<file path="src/rtl/mul_operand_sequencer.sv">
// Operand/result sequencer around a combinational array multiplier: it holds the operands
// for a fixed settle budget, then captures the product and hands it downstream.
module mul_operand_sequencer #(
   parameter int unsigned OPER_LENGTH   = 3,
   parameter int unsigned SETTLE_CYCLES = 2,
   parameter int unsigned CNT_WIDTH     = 8
) (
   input  logic                     clk,
   input  logic                     rst,
   input  logic                     in_valid,
   output logic                     in_ready,
   input  logic [OPER_LENGTH-1:0]   in_x,
   input  logic [OPER_LENGTH-1:0]   in_y,
   output logic [OPER_LENGTH-1:0]   mul_x,
   output logic [OPER_LENGTH-1:0]   mul_y,
   input  logic [2*OPER_LENGTH-1:0] mul_result,
   output logic                     out_valid,
   input  logic                     out_ready,
   output logic [2*OPER_LENGTH-1:0] out_result,
   output logic                     busy,
   output logic [CNT_WIDTH-1:0]     ops_done
);

   localparam int unsigned PROD_W = 2 * OPER_LENGTH;
   localparam int unsigned SET_W  = (SETTLE_CYCLES > 1) ? $clog2(SETTLE_CYCLES) : 1;
   localparam logic [SET_W-1:0] SET_LOAD = SET_W'(SETTLE_CYCLES - 1);

   typedef enum logic [1:0] {
      IDLE   = 2'd0,
      SETTLE = 2'd1,
      DONE   = 2'd2
   } state_t;

   state_t                 state_q, state_d;
   logic [SET_W-1:0]       cnt_q, cnt_d;
   logic [OPER_LENGTH-1:0] mul_x_q, mul_x_d;
   logic [OPER_LENGTH-1:0] mul_y_q, mul_y_d;
   logic [PROD_W-1:0]      out_result_q, out_result_d;
   logic                   out_valid_q, out_valid_d;
   logic                   busy_q, busy_d;
   logic [CNT_WIDTH-1:0]   ops_done_q, ops_done_d;
   logic                   accept;

   // out_ready -> in_ready is the only combinational path, so DONE can hand straight back to SETTLE
   assign in_ready = (state_q == IDLE) | ((state_q == DONE) & out_ready);
   assign accept   = in_valid & in_ready;

   always_comb begin
      state_d      = state_q;
      cnt_d        = cnt_q;
      mul_x_d      = mul_x_q;
      mul_y_d      = mul_y_q;
      out_result_d = out_result_q;
      out_valid_d  = out_valid_q;
      ops_done_d   = ops_done_q;

      case (state_q)
         IDLE: begin
            out_valid_d = 1'b0;
            if (accept) begin
               mul_x_d = in_x;
               mul_y_d = in_y;
               cnt_d   = SET_LOAD;
               state_d = SETTLE;
            end
         end
         SETTLE: begin
            if (cnt_q != '0) begin
               cnt_d = cnt_q - SET_W'(1);
            end else begin
               out_result_d = mul_result;
               out_valid_d  = 1'b1;
               state_d      = DONE;
            end
         end
         DONE: begin
            if (out_ready) begin
               ops_done_d  = ops_done_q + CNT_WIDTH'(1);
               out_valid_d = 1'b0;
               if (accept) begin
                  mul_x_d = in_x;
                  mul_y_d = in_y;
                  cnt_d   = SET_LOAD;
                  state_d = SETTLE;
               end else begin
                  state_d = IDLE;
               end
            end
         end
         default: begin
            out_valid_d = 1'b0;
            state_d     = IDLE;
         end
      endcase

      busy_d = (state_d == SETTLE);
   end

   always_ff @(posedge clk) begin
      if (rst) begin
         state_q      <= IDLE;
         cnt_q        <= '0;
         mul_x_q      <= '0;
         mul_y_q      <= '0;
         out_result_q <= '0;
         out_valid_q  <= 1'b0;
         busy_q       <= 1'b0;
         ops_done_q   <= '0;
      end else begin
         state_q      <= state_d;
         cnt_q        <= cnt_d;
         mul_x_q      <= mul_x_d;
         mul_y_q      <= mul_y_d;
         out_result_q <= out_result_d;
         out_valid_q  <= out_valid_d;
         busy_q       <= busy_d;
         ops_done_q   <= ops_done_d;
      end
   end

   assign mul_x      = mul_x_q;
   assign mul_y      = mul_y_q;
   assign out_result = out_result_q;
   assign out_valid  = out_valid_q;
   assign busy       = busy_q;
   assign ops_done   = ops_done_q;

endmodule
</file>
<file path="config.mk">
export PLATFORM = sky130hd
export DESIGN_NAME = mul_operand_sequencer
export DESIGN_NICKNAME = d
export VERILOG_FILES = /design/src/rtl/mul_operand_sequencer.sv
export SDC_FILE = /design/constraint.sdc
export NUM_CORES = 1
export LEC_CHECK = 0
export CAP_MARGIN = 20
export CORE_UTILIZATION = 35
export CTS_BUF_LIST = sky130_fd_sc_hd__clkbuf_4
export DETAILED_ROUTE_END_ITERATION = 10
export PLACE_DENSITY = 0.72
export SLEW_MARGIN = 5
export SYNTH_ARGS = -nofsm -noshare
export SYNTH_HDL_FRONTEND = slang
export SYNTH_SLANG_ARGS = --single-unit
</file>
<file path="constraint.sdc">
create_clock -name clk -period 1.31 [get_ports clk]
set_input_delay 0.1965 -clock clk [delete_from_list [all_inputs] [get_ports clk]]
set_output_delay 0.1965 -clock clk [all_outputs]
set_load 0.02 [all_outputs]
</file>
=== Word-level counts from Yosys, hierarchy flattened ===
Cells that the tools add are included.

* Input port bits: 16
* Flip-flop bits (word level): 25
* Word-level logic and storage cells: 45

* Bitwise gates (word level): 4
* Add/sub/neg operators: 2
* Equal/unequal tests: 5
* Reductions and logical operators: 8
* Muxes and demuxes: 18

{| class="wikitable"
|+ Operators with widths
! cell !! count
|-
| $mux 3 || 4
|-
| $pmux 3 s2 || 2
|-
| $reduce_and 2->1 || 5
|-
| $add 8x1->8 const B || 1
|-
| $mux 1 || 6
|-
| $mux 2 || 3
|-
| $pmux 2 s3 || 1
|-
| $eq 2x1->1 const B || 2
|-
| $ne 2x2->1 const B || 2
|-
| $pmux 1 s3 || 1
|-
| $reduce_bool 3->1 || 1
|-
| $and 1x1->1 || 2
|-
| $eq 2x2->1 const B || 1
|-
| $logic_not 2->1 || 1
|-
| $pmux 1 s2 || 1
|-
| $reduce_bool 2->1 || 1
|-
| $not 1->1 || 1
|-
| $or 1x1->1 || 1
|-
| $sub 1x1->1 const B || 1
|}

=== Longest topological paths before layout ===
* Depth after elaboration: 8
* Gate-level depth with buffers: 5

=== Least setup slack after synthesis ===
OpenSTA, ideal clock, no wires.

* Kind: reg2reg
* From: reg ops_done_q[0] (netlist: ops_done[0])
* To: reg ops_done_q[4] (netlist: ops_done[4])
* Library setup time: 0.070 ns
* Clock period less this slack: 1.373 ns
* Path buffers: 0
* Cell stages (with the launch flop): 5
* Data required time: 1.240 ns
* Data arrival time: 1.302 ns
* Setup slack: -0.063 ns
* Path through: dfxtp_1 -> ha_1 -> nand4b_1 -> or3_1 -> a21oi_1

* Longest elaborated chain between the ends: 1

{| class="wikitable"
|+ RTL lines
! element !! RTL line !! RTL
|-
| start, declared || 41 || <nowiki>logic [CNT_WIDTH-1:0] ops_done_q, ops_done_d;</nowiki>
|-
| start signal, assigned || 117 || <nowiki>ops_done_q <= ops_done_d;</nowiki>
|-
| $add 8x1->8 || 78 || <nowiki>ops_done_d = ops_done_q + CNT_WIDTH'(1);</nowiki>
|}

Every way passes these cells.
A chain may end at the register's enable or synchronous reset.

=== Worst setup path in the final report ===
* From: reg state_q[1]
* To: reg ops_done_q[5] (netlist: ops_done[5])

* Longest elaborated chain between the ends: 2

{| class="wikitable"
|+ RTL lines
! element !! RTL line !! RTL
|-
| start, declared || 34 || <nowiki>state_t state_q, state_d;</nowiki>
|-
| start signal, assigned || 110 || <nowiki>state_q <= state_d;</nowiki>
|-
| $eq 2x2->1 || 57 || <nowiki>case (state_q)</nowiki>
|-
| $reduce_and 2->1 (no source line) || n/a ||
|}

Every way passes these cells.

==> impl_metrics.json <==
{
  "slew_headroom": 0.781,
  "final_cell_mix": "dlygate4sd2_1 (23), dfxtp_1 (17), clkdlybuf4s50_1 (14), nor2_1 (12), buf_4 (12)",
  "yosys_warnings": 0,
  "crit_top_cell": "buf_6",
  "regArea_um2": 510,
  "grt_pass1_vias": 969,
  "crit_path_start_kind": "flop",
  "core_region_area_mm2": 0.00285,
  "vias_per_cell": 5.20,
  "wl_per_cell_um": 13.6,
  "synth.cell_area_mm2": 0.00108,
  "syn_to_final_growth_pct": 56.5,
  "place_ws_ps": -489,
  "vias": 998,
  "crit_start": "state_q[1]",
  "ctsHoldBuffers": 0,
  "r2r_start": "state_q[1]",
  "yosysSeqAreaShare": 0.462,
  "setup_viol": 6,
  "synth_seq_cells": 25,
  "status": "complete, but fails checks",
  "synthCells": 112,
  "synth-simple-area-share": 0.229,
  "fin_util": 0.594,
  "cts.path.max_buffers": 2,
  "multi_input_area_um2": 609,
  "start_util": 0.380,
  "synthArstFlopShare": 0,
  "crit_slowest_cell": "or4_4",
  "period_minus_slack_ps": 1370,
  "max_freq_ghz": 0.728,
  "antenna_left": 0,
  "antenna_found_initial": 0,
  "synth_mux_area_frac": 0.0751,
  "place_area_mm2": 0.00157,
  "hold_start": "mul_result[5]",
  "tightest_slew_ps": 328,
  "die_w_um": 57.6,
  "syn-num-nets": 129,
  "grtUsageTotal": 0.161,
  "drt_wl_total_mm": 2.61,
  "grt_max_degree": 18,
  "clock_latency_ps": 330,
  "instances_no_fill": 192,
  "netlist-cell-type-count": 31,
  "drive_gt1_frac": 0.317,
  "worst-setup-path-type": "flop to flop",
  "cp.required_ps": 1580,
  "setup_ws_ps": -63.5,
  "synthAdderAreaFrac": 0.0115,
  "power.leakage_nw": 0.763,
  "cp-end-kind": "flop",
  "violations": "DRC, setup timing",
  "arrival_ps": 1650,
  "layout_commonest_cell": "dlygate4sd2_1",
  "antennaDiodeCount": 0,
  "core.rowCount": 19,
  "grt_pass1_wl_mm": 4.11,
  "cts_tree": "done",
  "dieArea_mm2": 0.00332,
  "finClkSkew_ps": 7.31,
  "dr.pass1.iters": 7,
  "drc": 4,
  "cts_root_buf": "clkbuf_4",
  "fillers": 252,
  "drv_slew": 0,
  "finalCritPeriodShare": 1.05,
  "numCtsBuffers": 3,
  "ys.flop_type": "dfxtp_1",
  "finalNetCount": 179,
  "synth-xor-area-share": 0.0162,
  "rsz0062_at_grt": "true",
  "synth_top_area_frac": 0.462,
  "clk_pin_slew_ps": 140,
  "numClockSinks": 25,
  "ir_worst_vdd_mv": 0.470,
  "synth_top_family_by_area": "simple AND/OR/NAND/NOR gates",
  "crit_chain": "buf_6, buf_6, nand3b_4, or4_4, a21oi_2",
  "hp-class": "input pin to flop",
  "dp.cells": 186,
  "syn_area_per_cell_um2": 9.67,
  "synth.area.top_cells": "dfxtp_1 (46%), mux2i_1 (6.5%), or4b_1 (5.5%)",
  "synth_edf_count": 0,
  "overflow": 0,
  "synth_compound_gate_area_share": 0.143,
  "htreeDepth": 1,
  "yosys.area.top_type": "dfxtp_1",
  "dp_hpwl_mm": 1.79,
  "portBuffers": 38,
  "place.gp.congestion": 0.808,
  "worst-path-max-fanout": 4,
  "critPathMaxStageDelay_ps": 530,
  "design_area_mm2": 0.00170,
  "die_y_um": 57.6,
  "io_pins": 39,
  "maxCapViolations": 0,
  "final_hold_viol_count": 0,
  "drtIter0Drc": 15,
  "power_density_mw_per_mm2": 895
}
==> path summary, 6_finish.rpt <==
path | end | cells past startpoint | slack, ps
max reg2reg | ops_done[5] | 5 | -60
min reg2reg | mul_y[1] | 2 | 480
max | ops_done[5] | 5 | -60
min | out_result[5] | 3 | 470
==> critical path: cells and delay by family, from the launching register on <==
family                 cells  cell delay (ps)
AOI/OAI and AO/OA          1              130
and+or+nand+nor            2              620
buffers and inverters      2              190
DFF                        1              370
==> cells by family after synthesis <==
group | count (synthesis)
AND/OR/NAND/NOR | 37
AO/OA/AOI/OAI | 25
flip-flops | 25
buffers and inverters | 14
multiplexers | 8
XOR/XNOR | 2
adder cells (fa/ha/maj) | 1
==> state kept, by name (all words and copies together), names as in the netlist <==
signal      cells
busy            1
cnt_q           1
mul_x           3
mul_y           3
ops_done        8
out_result      6
out_valid       1
state_q         2
==> metal layers <==
metal | wire length [µm] | GRT usage | vias up
met2 | 1220 | 0.279 | 36
li1 | - | - | 498
met5 | 0 | 0 | -
met3 | 170 | 0.0290 | 4
met1 | 1180 | 0.189 | 460
met4 | 46 | 0.0836 | 0
==> cell usage after synthesis, types with 2 or more instances <==
master    count
o31ai_1       8
a21oi_1      11
inv_1         5
mux2i_1       7
or3_1         2
nor3b_1       2
a221oi_1      2
or4b_1        6
o21ai_0       3
nor2_1       13
clkbuf_1      5
or4_1         2
buf_6         2
dfxtp_1      25
nand2_1       3
==> final cells by class <==
class                   instances  area share
inverters                       5      0.0111
repair buffers                 54       0.288
flip-flops and latches         25       0.301
multi-input cells              73       0.359
clock buffers                   4      0.0177
well taps                      31      0.0229
==> power by group <==
group,internal (W),switching (W)
combinational,0.000172,0.000152
clock,0.000140,0.000234
sequential,0.000797,0.0000214
==> metrics by stage <==
step	total power [W]	TNS, ps	hold WS (ps)
CTS	0.00150	-127	473
global route	0.00158	-924	500
global placement	0.00113	-6330	456
finish	0.00152	-253	471
detailed placement	0.00114	-6880	465
floorplan	0.000985	0	344
==> timing repair <==
item / CTS / global route
endpoints found under the hold margin: 0 / 0
buffers inserted: 2 / 0
setup endpoints to repair: 37 / 22
pin swaps: 9 / 4
resized for setup: 39 / 17
gates cloned: 0 / 0
No activity file was read; power rests on OpenSTA's default activity.
